[config.mk]
export PLATFORM = sky130hd
export DESIGN_NAME = cfg_mem_loader
export DESIGN_NICKNAME = d
export VERILOG_FILES = /design/src/rtl/cfg_loader_pkg.sv /design/src/rtl/cfg_bit_serializer.sv /design/src/rtl/cfg_mem_loader.sv
export SDC_FILE = /design/constraint.sdc
export NUM_CORES = 1
export LEC_CHECK = 0
export BUFFER_PORTS_ARGS = -buffer_cell sky130_fd_sc_hd__buf_4
export CAP_MARGIN = 30
export CORE_MARGIN = 2
export CORE_UTILIZATION = 45
export CTS_CLUSTER_SIZE = 10
export DETAILED_ROUTE_END_ITERATION = 16
export PLACE_DENSITY = 0.73
export SLEW_MARGIN = 20
export SYNTH_ARGS = -nofsm -noshare
export SYNTH_HDL_FRONTEND = slang
export SYNTH_SLANG_ARGS = --single-unit
[constraint.sdc]
create_clock -name clk -period 2.6 [get_ports clk]
set_clock_uncertainty 0.1 [all_clocks]
set_input_delay 0.13 -clock clk [delete_from_list [all_inputs] [get_ports clk]]
set_output_delay 0.13 -clock clk [all_outputs]
set_load 0.02 [all_outputs]
[src/rtl/cfg_loader_pkg.sv]
// cfg_loader_pkg
// Shared definitions for the configuration memory loader: FSM state
// encoding, default frame sync byte, header length and the order in which
// payload bits are shifted into the tile.
package cfg_loader_pkg;

  // Loader FSM states.
  typedef enum logic [2:0] {
    ST_IDLE,
    ST_HDR,
    ST_LOAD,
    ST_SHIFT,
    ST_DRAIN,
    ST_FIN
  } state_t;

  // First byte of every frame unless overridden at the top level.
  localparam logic [7:0] SYNC_BYTE_DEFAULT = 8'hA5;

  // Header after the sync byte: start address (2 bytes) + bit count (2 bytes).
  localparam int HDR_LEN = 4;

  // Payload bytes are written to the tile least-significant bit first.
  localparam bit PAYLOAD_LSB_FIRST = 1'b1;

  // Number of bits taken from the next payload byte: min(8, bits remaining).
  function automatic logic [3:0] chunk_bits(input logic [15:0] bits_left);
    return (bits_left >= 16'd8) ? 4'd8 : bits_left[3:0];
  endfunction

endpackage

[src/rtl/cfg_bit_serializer.sv]
// cfg_bit_serializer
// Turns one payload byte into a run of single-bit tile writes at
// consecutive addresses. All tile-facing outputs are registered.
//
// Ports:
//   clk, reset   configuration clock, asynchronous active-low reset
//   set_addr     load the address counter from addr_in
//   addr_in      frame start address
//   load         latch byte_in; first write strobe appears next cycle
//   byte_in      payload byte
//   nbits        bits to write from byte_in (1..8)
//   step         advance one bit (asserted for every SHIFT cycle)
//   enable       tile write strobe
//   address      tile address, index 0 is the MSB
//   data_in      tile write data
//   last         the strobe currently presented is the final one of the byte
module cfg_bit_serializer
  import cfg_loader_pkg::*;
#(
  parameter int ADDR_WIDTH = 10
) (
  input  logic                  clk,
  input  logic                  reset,
  input  logic                  set_addr,
  input  logic [ADDR_WIDTH-1:0] addr_in,
  input  logic                  load,
  input  logic [7:0]            byte_in,
  input  logic [3:0]            nbits,
  input  logic                  step,
  output logic                  enable,
  output logic [0:ADDR_WIDTH-1] address,
  output logic                  data_in,
  output logic                  last
);

  logic [7:0]            shreg;
  logic [2:0]            bit_cnt;
  logic [ADDR_WIDTH-1:0] addr_cnt;

  // bit_cnt holds the number of strobes still to follow the current one.
  assign last    = (bit_cnt == 3'd0);
  assign address = addr_cnt;

  // Address counter: set from the header, then bumped after every strobe.
  // Because the counter is the registered address output, each strobe sees
  // the address of its own bit.
  always_ff @(posedge clk or negedge reset) begin
    if (!reset) begin
      addr_cnt <= '0;
    end else if (set_addr) begin
      addr_cnt <= addr_in;
    end else if (step) begin
      addr_cnt <= addr_cnt + ADDR_WIDTH'(1);
    end
  end

  // Shift register and strobe generation. The first bit is driven straight
  // from byte_in on load so the strobe appears in the cycle after the byte
  // is accepted; the remaining bits come out of shreg.
  always_ff @(posedge clk or negedge reset) begin
    if (!reset) begin
      shreg   <= '0;
      bit_cnt <= '0;
      enable  <= 1'b0;
      data_in <= 1'b0;
    end else if (load) begin
      enable  <= 1'b1;
      data_in <= PAYLOAD_LSB_FIRST ? byte_in[0] : byte_in[7];
      shreg   <= PAYLOAD_LSB_FIRST ? (byte_in >> 1) : (byte_in << 1);
      bit_cnt <= 3'(nbits - 4'd1);
    end else if (step) begin
      if (last) begin
        enable  <= 1'b0;
        data_in <= 1'b0;
      end else begin
        data_in <= PAYLOAD_LSB_FIRST ? shreg[0] : shreg[7];
        shreg   <= PAYLOAD_LSB_FIRST ? (shreg >> 1) : (shreg << 1);
        bit_cnt <= bit_cnt - 3'd1;
      end
    end
  end

endmodule

[src/rtl/cfg_mem_loader.sv]
// cfg_mem_loader
// Receives framed configuration bytes on a valid/ready stream and writes the
// payload bit by bit into a CLB tile's configuration memory port.
// Frame: sync, start address (2 bytes LE), bit count N (2 bytes LE),
// ceil(N/8) payload bytes.
//
// Ports:
//   clk, reset          configuration clock, asynchronous active-low reset
//   s_valid/s_ready     byte stream handshake, s_data the byte
//   enable/address/data_in  registered tile configuration write port
//   busy                a frame is in progress
//   done                one-cycle pulse at the end of every frame
//   err_sync            one-cycle pulse for a discarded non-sync byte
//   err_range           one-cycle pulse for a header whose range overflows
module cfg_mem_loader
  import cfg_loader_pkg::*;
#(
  parameter int         ADDR_WIDTH = 10,
  parameter logic [7:0] SYNC_BYTE  = SYNC_BYTE_DEFAULT
) (
  input  logic                  clk,
  input  logic                  reset,
  input  logic                  s_valid,
  output logic                  s_ready,
  input  logic [7:0]            s_data,
  output logic                  enable,
  output logic [0:ADDR_WIDTH-1] address,
  output logic                  data_in,
  output logic                  busy,
  output logic                  done,
  output logic                  err_sync,
  output logic                  err_range
);

  localparam int CW = ADDR_WIDTH + 2;
  // 2^ADDR_WIDTH: the first address past the end of the tile.
  localparam logic [CW-1:0] ADDR_SPACE = {2'b01, {ADDR_WIDTH{1'b0}}};

  state_t state, state_nxt;

  logic                  ready_ok;
  logic                  accepting;
  logic                  xfer;
  logic [1:0]            hdr_cnt;
  logic                  hdr_last;
  logic [7:0]            addr_lo, addr_hi, n_lo;
  logic [15:0]           hdr_n;
  logic [ADDR_WIDTH-1:0] start_addr;
  logic                  n_too_big;
  logic [CW-1:0]         range_end;
  logic                  range_bad;
  logic [15:0]           bits_left;
  logic [3:0]            chunk;
  logic                  ser_set_addr, ser_load, ser_step, ser_last;

  // ready_ok keeps s_ready low during reset and lets it rise one clock
  // after release.
  assign accepting = ready_ok && (state == ST_IDLE || state == ST_HDR ||
                                  state == ST_LOAD || state == ST_DRAIN);
  assign s_ready   = accepting;
  assign xfer      = s_valid && accepting;

  assign hdr_last   = (hdr_cnt == 2'(HDR_LEN - 1));
  // The count's high byte is still on s_data when the header decision is made.
  assign hdr_n      = {s_data, n_lo};
  assign start_addr = ADDR_WIDTH'({addr_hi, addr_lo});
  // Counts that do not fit in the CW-bit sum are rejected outright; otherwise
  // the CW-bit sum cannot overflow.
  assign n_too_big  = (hdr_n >> (ADDR_WIDTH + 1)) != 16'd0;
  assign range_end  = {2'b00, start_addr} + CW'(hdr_n);
  assign range_bad  = n_too_big || (range_end > ADDR_SPACE);

  assign chunk = chunk_bits(bits_left);

  // State register.
  always_ff @(posedge clk or negedge reset) begin
    if (!reset) begin
      state <= ST_IDLE;
    end else begin
      state <= state_nxt;
    end
  end

  // Next-state logic.
  always_comb begin
    state_nxt = state;
    case (state)
      ST_IDLE: begin
        if (xfer && s_data == SYNC_BYTE) state_nxt = ST_HDR;
      end
      ST_HDR: begin
        if (xfer && hdr_last) begin
          if (hdr_n == 16'd0)  state_nxt = ST_FIN;
          else if (range_bad)  state_nxt = ST_DRAIN;
          else                 state_nxt = ST_LOAD;
        end
      end
      ST_LOAD: begin
        if (xfer) state_nxt = ST_SHIFT;
      end
      ST_SHIFT: begin
        if (ser_last) state_nxt = (bits_left == 16'd0) ? ST_FIN : ST_LOAD;
      end
      ST_DRAIN: begin
        if (xfer && bits_left <= 16'd8) state_nxt = ST_FIN;
      end
      ST_FIN: begin
        state_nxt = ST_IDLE;
      end
      default: begin
        state_nxt = ST_IDLE;
      end
    endcase
  end

  // Output and serializer control decode.
  always_comb begin
    busy         = (state != ST_IDLE);
    done         = (state == ST_FIN);
    ser_set_addr = (state == ST_HDR) && xfer && hdr_last;
    ser_load     = (state == ST_LOAD) && xfer;
    ser_step     = (state == ST_SHIFT);
  end

  // Header capture, remaining-bit counter and error pulses. The same bit
  // counter paces both real loads and the drain of a rejected frame.
  always_ff @(posedge clk or negedge reset) begin
    if (!reset) begin
      ready_ok  <= 1'b0;
      hdr_cnt   <= '0;
      addr_lo   <= '0;
      addr_hi   <= '0;
      n_lo      <= '0;
      bits_left <= '0;
      err_sync  <= 1'b0;
      err_range <= 1'b0;
    end else begin
      ready_ok  <= 1'b1;
      err_sync  <= (state == ST_IDLE) && xfer && (s_data != SYNC_BYTE);
      err_range <= (state == ST_HDR) && xfer && hdr_last &&
                   (hdr_n != 16'd0) && range_bad;
      if (state == ST_IDLE) begin
        hdr_cnt <= '0;
      end
      if (state == ST_HDR && xfer) begin
        case (hdr_cnt)
          2'd0:    addr_lo   <= s_data;
          2'd1:    addr_hi   <= s_data;
          2'd2:    n_lo      <= s_data;
          default: bits_left <= hdr_n;
        endcase
        hdr_cnt <= hdr_cnt + 2'd1;
      end
      if ((state == ST_LOAD || state == ST_DRAIN) && xfer) begin
        bits_left <= bits_left - {12'd0, chunk};
      end
    end
  end

  cfg_bit_serializer #(
    .ADDR_WIDTH(ADDR_WIDTH)
  ) u_serializer (
    .clk     (clk),
    .reset   (reset),
    .set_addr(ser_set_addr),
    .addr_in (start_addr),
    .load    (ser_load),
    .byte_in (s_data),
    .nbits   (chunk),
    .step    (ser_step),
    .enable  (enable),
    .address (address),
    .data_in (data_in),
    .last    (ser_last)
  );

endmodule

; Word level (Yosys, flattened, before mapping)
; Index checks and enable logic that the tools add are counted.
[word_totals]
regBits = 65
in_bits = 11
output_inout_bits = 17
elab_cells = 108
[op_classes]
addsub = 6
order_cmp = 3
n_eq_ne = 17
n_mux = 29
n_reduce_logical = 39
[ops]
columns = op, count
row1 = $mux 16, 3
row2 = $mux 3, 11
row3 = $logic_not 16->1, 2
row4 = $reduce_bool 16->1, 2
row5 = $mux 8, 3
row6 = $mux 10, 2
row7 = $ge 16x4->1 const B, 1
row8 = $le 16x4->1 const B, 1
row9 = $sub 16x4->16, 1
row10 = $pmux 3 s5, 1
row11 = $logic_and 1x1->1, 13
row12 = $add 10x12->12, 1
row13 = $gt 12x11->1 const B, 1
row14 = $reduce_and 2->1, 6
row15 = $add 10x1->10 const B, 1
row16 = $ne 2x1->1 const B, 5
row17 = $reduce_bool 2->1, 5
row18 = $eq 8x8->1 const B, 1
row19 = $ne 8x8->1 const B, 1
row20 = $eq 3x2->1 const B, 2
row21 = $eq 3x3->1 const B, 2
row22 = $logic_not 3->1, 2
row23 = $mux 1, 6
row24 = $sub 3x1->3 const B, 2
row25 = other kinds (12), 19

; Longest topological paths before layout
; Gate-level depths: netlist (run 1).
[depth]
word_depth = 10
depth_mapped = 12
depth_no_buf = 10

; Hierarchy
; From an unflattened synthesis (run 1), not the netlist that was laid out.
[hier_totals]
cells_unflattened = 427
hier_area_um2 = 4037.6
[modules_own_cells]
columns = mod, instances, cells_each, area_per_inst_um2, seq_area_each_um2
row1 = cfg_mem_loader, 1, 303, 2852.7, 1051.0
row2 = cfg_bit_serializer, 1, 124, 1184.9, 550.5

; Worst setup path after synthesis (run 1)
; OpenSTA, ideal clock, no wires.
[synth_timing]
path_type = reg-to-reg
start = register bits_left[5]
end = register bits_left[6]
arrival_ps = 2350
required_ps = 2360
setup_slack_ps = 10
path_stages_with_launch = 12
n_path_buf = 2
period_less_slack_ps = 2590
path_cell_list = dfrtp_1 > nor3_1 > and4_1 > clkbuf_1 > nand2b_1 > nand2_1 > ha_1 > a21oi_1 > o21a_1 > clkbuf_1 > a211oi_1 > a311oi_1
[synth_between]
elab_chain_cells = 4
[synth_lines]
columns = element, line_no
row1 = start: declaration, cfg_mem_loader.sv:52  ; logic [15:0] bits_left;
row2 = start signal: assignment, cfg_mem_loader.sv:150  ; default: bits_left <= hdr_n;
row3 = start signal: assignment, cfg_mem_loader.sv:155  ; bits_left <= bits_left - {12'd0, chunk};
row4 = $ge 16x4->1, cfg_loader_pkg.sv:28  ; return (bits_left >= 16'd8) ? 4'd8 : bits_left[3:0];
row5 = $mux 4, cfg_loader_pkg.sv:28
row6 = $sub 16x4->16 (*), cfg_mem_loader.sv:155
row7 = $mux 16 (*), cfg_mem_loader.sv:154  ; if ((state == ST_LOAD || state == ST_DRAIN) && xfer) begin
; Mark *: on every way between the ends. The rest lies on a longest branch, timed or not.
; A chain may end at the register's enable or synchronous reset.

; Worst setup path in the final report (run 1)
[layout_timing]
start = register n_lo[0]
end = register state[2]
[layout_between]
elab_chain_cells = 7
elab_cells_between_ends = 8
cone_classes = add/sub (1) / order compare (1) / mux (4) / reduce/logical (2)
[layout_lines]
columns = element, line_no
row1 = start: declaration, cfg_mem_loader.sv:46  ; logic [7:0] addr_lo, addr_hi, n_lo;
row2 = start signal: assignment, cfg_mem_loader.sv:149  ; 2'd2: n_lo <= s_data;
row3 = $add 10x12->12, cfg_mem_loader.sv:70  ; assign range_end = {2'b00, start_addr} + CW'(hdr_n);
row4 = $gt 12x11->1, cfg_mem_loader.sv:71  ; assign range_bad = n_too_big || (range_end > ADDR_SPACE);
row5 = $logic_or 1x1->1, cfg_mem_loader.sv:71
row6 = $mux 3, cfg_mem_loader.sv:94  ; else if (range_bad) state_nxt = ST_DRAIN;
row7 = $mux 3 (*), cfg_mem_loader.sv:93  ; if (hdr_n == 16'd0) state_nxt = ST_FIN;
row8 = $mux 3 (*), cfg_mem_loader.sv:92  ; if (xfer && hdr_last) begin
row9 = $pmux 3 s5 (*), cfg_mem_loader.sv:87  ; case (state)
row10 = end signal: assignment, cfg_mem_loader.sv:80  ; state <= state_nxt;
row11 = end: declaration, cfg_mem_loader.sv:39  ; state_t state, state_nxt;
; Mark *: on every way between the ends. The rest lies on a longest branch, timed or not. The select of a mux whose other input is x is not followed.

==> results of run 1 <==
-- layout by cell type (no fill, tap or decap), drive strengths merged, types with 3 or more instances in the layout --
cell          n
a211o         4
a211oi        6
a21o          6
a21oi        15
a221o        10
a22oi         6
a311oi        5
a31oi        11
and2          6
and3          5
buf          52
clkbuf        9
clkinv        5
dfrtp        64
dlygate4sd3   7
ha           18
inv          10
mux2         21
mux2i         7
nand2        48
nand2b        4
nand3         7
nand4         3
nor2         40
nor2b         6
nor3         22
nor3b         3
nor4          6
o211ai        3
o21a          4
o21ai        31
o311ai        4
o31ai         3
or3           6
xnor2         4
-- Yosys cell counts (all sizes together), types with 2 or more instances --
library cell  count
a211o             4
a211oi            6
a21o              6
a21oi            15
a221o            10
a22oi             6
a311oi            5
a31oi            11
and2              6
and3              5
buf               6
clkbuf           15
dfrtp            64
ha               18
inv              10
mux2             21
mux2i             7
nand2            48
nand2b            4
nand3             7
nand3b            2
nand4             3
nor2             40
nor2b             6
nor3             22
nor3b             3
nor4              6
o211ai            3
o21a              4
o21ai            31
o22ai             2
o311ai            4
o31ai             3
or3               6
xnor2             4
xor2              2
-- path summary, 6_finish.rpt --
check / startpoint / to / slack [ps] / cells past startpoint
setup / recovery: n_lo[0] / state[2] / 120 / 9
hold / removal: s_data[2] / u_serializer.shreg[1] / 40 / 3
setup reg to reg: n_lo[0] / state[2] / 120 / 9
hold reg to reg: u_serializer.enable / u_serializer.enable / 390 / 1
max in group asynchronous: reset / u_serializer.address[2] / 1540 / 2
min in group asynchronous: reset / u_serializer.data_in / 290 / 2
-- metrics by stage --
step	instance area (µm²)	TNS [ps]	setup WS [ps]	util (%)	hold WS, ps
2_1_floorplan	4020	0	9.95	-	-266
3_3_place_gp	4450	-33.1	-27.5	51.2	170
3_5_place_dp	4450	-112	-66.3	51.2	167
4_1_cts	4750	0	4.98	54.7	10.4
5_1_grt	4810	-23.9	-23.9	55.5	47.9
6_report	4810	0	115	55.5	35.8
-- worst max-delay path, cell delays in order, from the launching register on --
cell,delay (ps)
dfrtp_1,370
ha_2,180
inv_1,50
fa_2,340
nand2b_4,170
a211oi_4,270
mux2_4,330
nor3_2,130
nor4b_4,270
a31oi_1,130
-- power by group through the flow --
stage | clock (W) | sequential (W) | combinational [W]
final | 0.000962 | 0.00144 | 0.00168
after global routing | 0.00102 | 0.00147 | 0.00186
after CTS | 0.000979 | 0.00142 | 0.00159
after detailed placement | 0 | 0.00144 | 0.00156
after global placement | 0 | 0.00143 | 0.00153
after floorplan | 0 | 0.00136 | 0.00115
-- routing by layer --
metal	vias up	routed length, µm	GRT usage (%)
li1	1717	-	-
met5	-	0	0
met4	0	378	11.1
met3	33	542	3.12
met2	120	4920	35.2
met1	1789	4690	29.5
-- flip-flops by register name (all words and copies together), names as in the netlist --
name	flops
err_sync	1
state	3
u_serializer.bit_cnt	3
u_serializer.enable	1
u_serializer.shreg	7
bits_left	16
u_serializer.data_in	1
err_range	1
n_lo	8
addr_hi	2
u_serializer.address	10
hdr_cnt	2
addr_lo	8
ready_ok	1
-- layout make-up --
type                    count  area share [%]
multi-input cells         340            48.7
flip-flops and latches     64            33.3
repair buffers             59            9.83
well taps                 108            2.81
clock buffers               9            2.57
clock inverters             7            2.00
inverters                  10           0.780
-- cells by family (layout without fill, tap and decap cells) --
logic type / after synthesis / in the layout
buf+inv: 31 / 85
compound gates: 119 / 119
mux: 28 / 28
simple gates: 165 / 165
flops: 64 / 64
other cells: 1 / 2
xor+xnor: 6 / 6
fa+ha+maj: 20 / 20
-- timing repair --
action / in CTS / in global routing
setup buffers: 0 / 2
endpoints found under the setup margin: 3 / 9
endpoints found under the hold margin: 83 / 0
resized for setup: 2 / 12
gates cloned: 0 / 0
hold buffers: 7 / 0
pin swaps: 0 / 8
==> flow_summary_export.csv, run 1 <==
group,metric,value,unit
flow_run,maxCapViolations,0,
finish,stdcell_count,597,
worst_setup_path,startpoint_type,"register",
route,vias,3659,
clock_tree,cts_buffers,9,
power,leakagePower,2.17,nW
die,die_h,98.5,µm
finish,nFillCells,773,
finish,final_nets,514,
place,place.port_buffers,27,
synth,synth_top_area_share,39.9,%
route,drt_wl_total,10.5,mm
route,first_pass_iters,5,
die,row_count,34,
route,drt_iter0_markers,165,
synth,async_reset_ff_share,100,%
power,seqPwrFrac,35.3,%
synth,synth_edf_count,0,
route,route.detailed.drc,0,
synth,ys_top_cells_by_area,"dfrtp_1, mux2_2, ha_1, nand2_1, o21ai_0",
worst_setup_path,critPathCaptureType,"register",
status,status,"completed",
global_route,grt_pass1_vias,3576,
die,core,0.00868,mm²
power,pwr-share-comb,41.1,%
clock_tree,htreeDepth,3,
global_route,grt_antenna_before_repair,0,
synth,synth_compound_area_share,20.5,%
power,power_density,848,mW/mm²
worst_hold_path,hold_path_class,"in2reg",
synth,yosysWarnings,0,
synth,yosys.area.top_type,"dfrtp_1",
synth,synth_cell_types,62,
finish,final-seq-area,0.00160,mm²
die,die_w,98.5,µm
route,viasPerCell,6.13,
timing,slew_viol_final,0,
route,antenna_left,0,
place,routabilityCongestion,0.901,
finish,area_growth_syn_to_layout,19.9,%
synth,synth-xor-area-share,1.31,%
power,p_int,0.00249,W
timing,worst_slew_pin_slew,813,ps
timing,setup_viol,0,
synth,synth_top_family_by_area,"simple AND/OR/NAND/NOR gates",
synth,ys_ff_latch,64,
timing,clock.fmax,402,MHz
die,die-area,0.00969,mm²
timing,timing.final.hold_violations,0,
timing,min_period_over_period,95.6,%
place,dp.cells,572,
place,dp_hpwl,7.40,mm
worst_setup_path,worstSetupPathType,"reg2reg",
synth,synthMuxAreaShare,7.63,%
synth,synth_cells,434,
die,io_pins,28,
clock_tree,worstSkewPairLatency,350,ps
clock_tree,cts-root-buf,"clkbuf_8",
power,clkPwrFrac,23.6,%
worst_setup_path,cp_max_fo,3,
finish,multi_input_area,0.00235,mm²
clock_tree,ctsLongestPathBuffers,2,
synth,syn_area,0.00402,mm²
route,wl_per_cell,17.6,µm
power,p_sw,0.00160,W
synth,yosys.area_share.simple,20.8,%
clock_tree,cts_tree,"built",
timing,min_period,2480,ps
synth,synth_top_flop_cell,"dfrtp_1",
clock_tree,clock_sinks,64,
clock_tree,path_clk_slew,80,ps
synth,synth.avg_cell_area,9.25,µm²
finish,antenna_cells,0,
power,ir_worst_vdd,0.277,mV
power,swShare,39.1,%
global_route,grt_pass1_wl,17.2,mm
synth,synthAdderAreaFrac,6.36,%
global_route,grt_max_degree,65,
power,total_power,0.00408,W
global_route,grt-ovfl-total,0,
timing,max-slew-margin-rel,45.8,%
synth,yosysSeqAreaShare,39.9,%
worst_setup_path,crit_required,2710,ps
finish,drive_gt1_share,22.3,%
worst_setup_path,critPathArrivalTime,2590,ps
global_route,track_usage,22.1,%
die,initial_core_util,46.3,%
(Power assumes the default switching activity.)
==> run 2: changes to the inputs <==
--- a/config.mk
+++ b/config.mk
@@ -11,7 +11,7 @@
 export CORE_UTILIZATION = 45
 export CTS_CLUSTER_SIZE = 10
 export DETAILED_ROUTE_END_ITERATION = 16
-export PLACE_DENSITY = 0.73
+export PLACE_DENSITY_LB_ADDON = 0.15
 export SLEW_MARGIN = 20
 export SYNTH_ARGS = -nofsm -noshare
 export SYNTH_HDL_FRONTEND = slang
==> constraint.sdc (replaced) <==
create_clock -name clk -period 2 [get_ports clk]
set_clock_uncertainty 0.1 [all_clocks]
set_input_delay 0.1 -clock clk [delete_from_list [all_inputs] [get_ports clk]]
set_output_delay 0.1 -clock clk [all_outputs]
set_load 0.1 [all_outputs]
==> flow_summary_export.csv, run 2 (synthesis results as in run 1) <==
group,metric,value,unit
status,status,"finished, violations left",
status,violations,"setup timing",
die,row_count,34,
finish,drive_gt1_share,41.7,%
global_route,track_usage,25.9,%
finish,nFillCells,721,
timing,whs,21.4,ps
timing,timing.final.ws_setup,-390,ps
place,dp.cells,646,
route,first_pass_iters,5,
route,vias,4009,
finish,area_growth_syn_to_layout,41.8,%
worst_hold_path,whs_path_depth,4,
timing,min_period_over_period,120,%
clock_tree,clock_sinks,64,
die,io_pins,28,
global_route,grt_antenna_before_repair,0,
worst_hold_path,worstHoldStart,"s_data[4]",
power,power_density,1090,mW/mm²
finish,top_register,"bits_left",
route,wl_per_cell,18.0,µm
place,place.port_buffers,27,
route,drt_wl_total,12.2,mm
worst_setup_path,rr_endpoint,"state[2]",
die,core,0.00868,mm²
worst_setup_path,timing.rr.start,"addr_lo[0]",
clock_tree,worstSkewPairLatency,350,ps
clock_tree,ctsLongestPathBuffers,2,
worst_setup_path,crit_required,2130,ps
worst_setup_path,reg2reg_slack,-390,ps
worst_hold_path,holdPathEnd,"u_serializer.shreg[3]",
timing,worst_slew_pin_slew,547,ps
worst_setup_path,worstSetupPathType,"reg2reg",
flow_run,maxCapViolations,0,
place,routabilityCongestion,0.948,
clock_tree,cts_buffers,9,
timing,rsz0062_at_grt,"true",
clock_tree,cts-root-buf,"clkbuf_8",
route,viasPerCell,5.93,
route,antenna_left,0,
timing,clock.fmax,418,MHz
die,die_h,98.5,µm
global_route,grt-ovfl-total,0,
power,ir_worst_vdd,0.638,mV
route,route.detailed.drc,0,
worst_setup_path,cp_max_fo,3,
clock_tree,cts_tree,"built",
timing,max-slew-margin-rel,63.1,%
worst_setup_path,startpoint_type,"register",
timing,setup_viol,9,
place,dp_hpwl,8.96,mm
power,leakagePower,2.65,nW
global_route,grt_pass1_wl,19.8,mm
global_route,grt_pass1_vias,4000,
timing,timing.final.hold_violations,0,
finish,stdcell_count,676,
clock_tree,htreeDepth,3,
worst_setup_path,crit_chain,"ha_2 > inv_2 > fa_2 > nand2b_4 > a211oi_4 > mux2_4 > nor3_4 > nor4b_4 > a31oi_1",
worst_setup_path,critPathArrivalTime,2520,ps
timing,slew_viol_final,0,
worst_hold_path,hold_path_class,"in2reg",
finish,layout_common_cells,"buf_4, dfrtp_1, nand2_1, nor2_1, o21ai_0",
finish,antenna_cells,0,
worst_setup_path,critPathSlowestCell,"dfrtp_1",
die,initial_core_util,46.3,%
finish,final_nets,594,
worst_setup_path,critPathCaptureType,"register",
clock_tree,path_clk_slew,70,ps
route,drt_iter0_markers,220,
worst_setup_path,reg2reg_depth,9,
finish,final_common_cell,"buf_4",
die,die-area,0.00969,mm²
finish,largest_reg_flops,16,
die,die_w,98.5,µm
worst_setup_path,max_stage_delay,360,ps
timing,min_period,2390,ps
global_route,grt_max_degree,36,
## run 2: changes by cell type in the layout (fill, tap and decap cells not counted), moves of 4 or more
| cell | delta |
|---|---|
| a211oi_1 | -4 |
| buf_12 | +5 |
| buf_4 | +75 |
| dfrtp_1 | -5 |
| dfrtp_2 | +5 |
| nand2_1 | -7 |
| nand2_2 | +5 |
| nor3_1 | -6 |
| nor3_4 | +6 |
## run 2: power by group
part           switching, W  internal (W)  leakage [nW]
clock network      0.000512      0.000432        0.0854
logic               0.00187       0.00163          1.76
registers          0.000227       0.00155         0.804
## run 2: metrics by stage
step / util, % / power (W) / cell area [µm²] / setup slack, ps / setup TNS [ps]
3_5_place_dp: 59.5 / 0.00490 / 5160 / -501 / -3380
3_3_place_gp: 59.5 / 0.00484 / 5160 / -403 / -2830
5_1_grt: 65.6 / 0.00659 / 5690 / -547 / -2540
4_1_cts: 64.2 / 0.00609 / 5570 / -421 / -1420
6_report: 65.6 / 0.00622 / 5690 / -390 / -1530
2_1_floorplan: - / 0.00365 / 4190 / -331 / -956
## run 2: what timing repair did
action                                  CTS  global route
gates cloned                              1             0
hold endpoints to repair                 53             0
hold buffers                              4             0
resized for setup                        36            22
pin swaps                                25            17
buffers inserted                          8             4
endpoints found under the setup margin   27            31
## run 2: routing by layer
layer | global-route usage [%] | wire (µm)
met1 | 33.4 | 5220
met2 | 42.9 | 5900
met3 | 5.18 | 715
met4 | 10.9 | 352
met5 | 0 | 0
## run 2: worst max-delay path, delay by kind of cell (launching register included)
kind                     cells  cell delay, ps
flip-flops                   1             360
buffers and inverters        1              40
multiplexers                 1             330
adder cells (fa/ha/maj)      2             550
AND/OR/NAND/NOR              3             540
AO/OA/AOI/OAI                2             350
## run 2: area by class of cell
type	count	area (µm²)	area share, %
clock buffers	10	128	2.24
inverters	10	40.0	0.703
well taps	108	135	2.37
multi-input cells	341	2630	46.2
flip-flops and latches	64	1610	28.2
clock inverters	5	25.0	0.440
repair buffers	138	1130	19.8
## run 2: how the worst max path moves through the flow
stage / depth (start not counted) / end / slack [ps] / start
finish: 9 / state[2] / -390 / addr_lo[0]
global route: 10 / state[2] / -550 / addr_lo[0]
CTS: 9 / state[2] / -420 / addr_lo[0]
detailed placement: 10 / state[2] / -500 / n_lo[0]
global placement: 7 / state[2] / -400 / addr_lo[1]
floorplan: 9 / state[2] / -330 / n_lo[0]
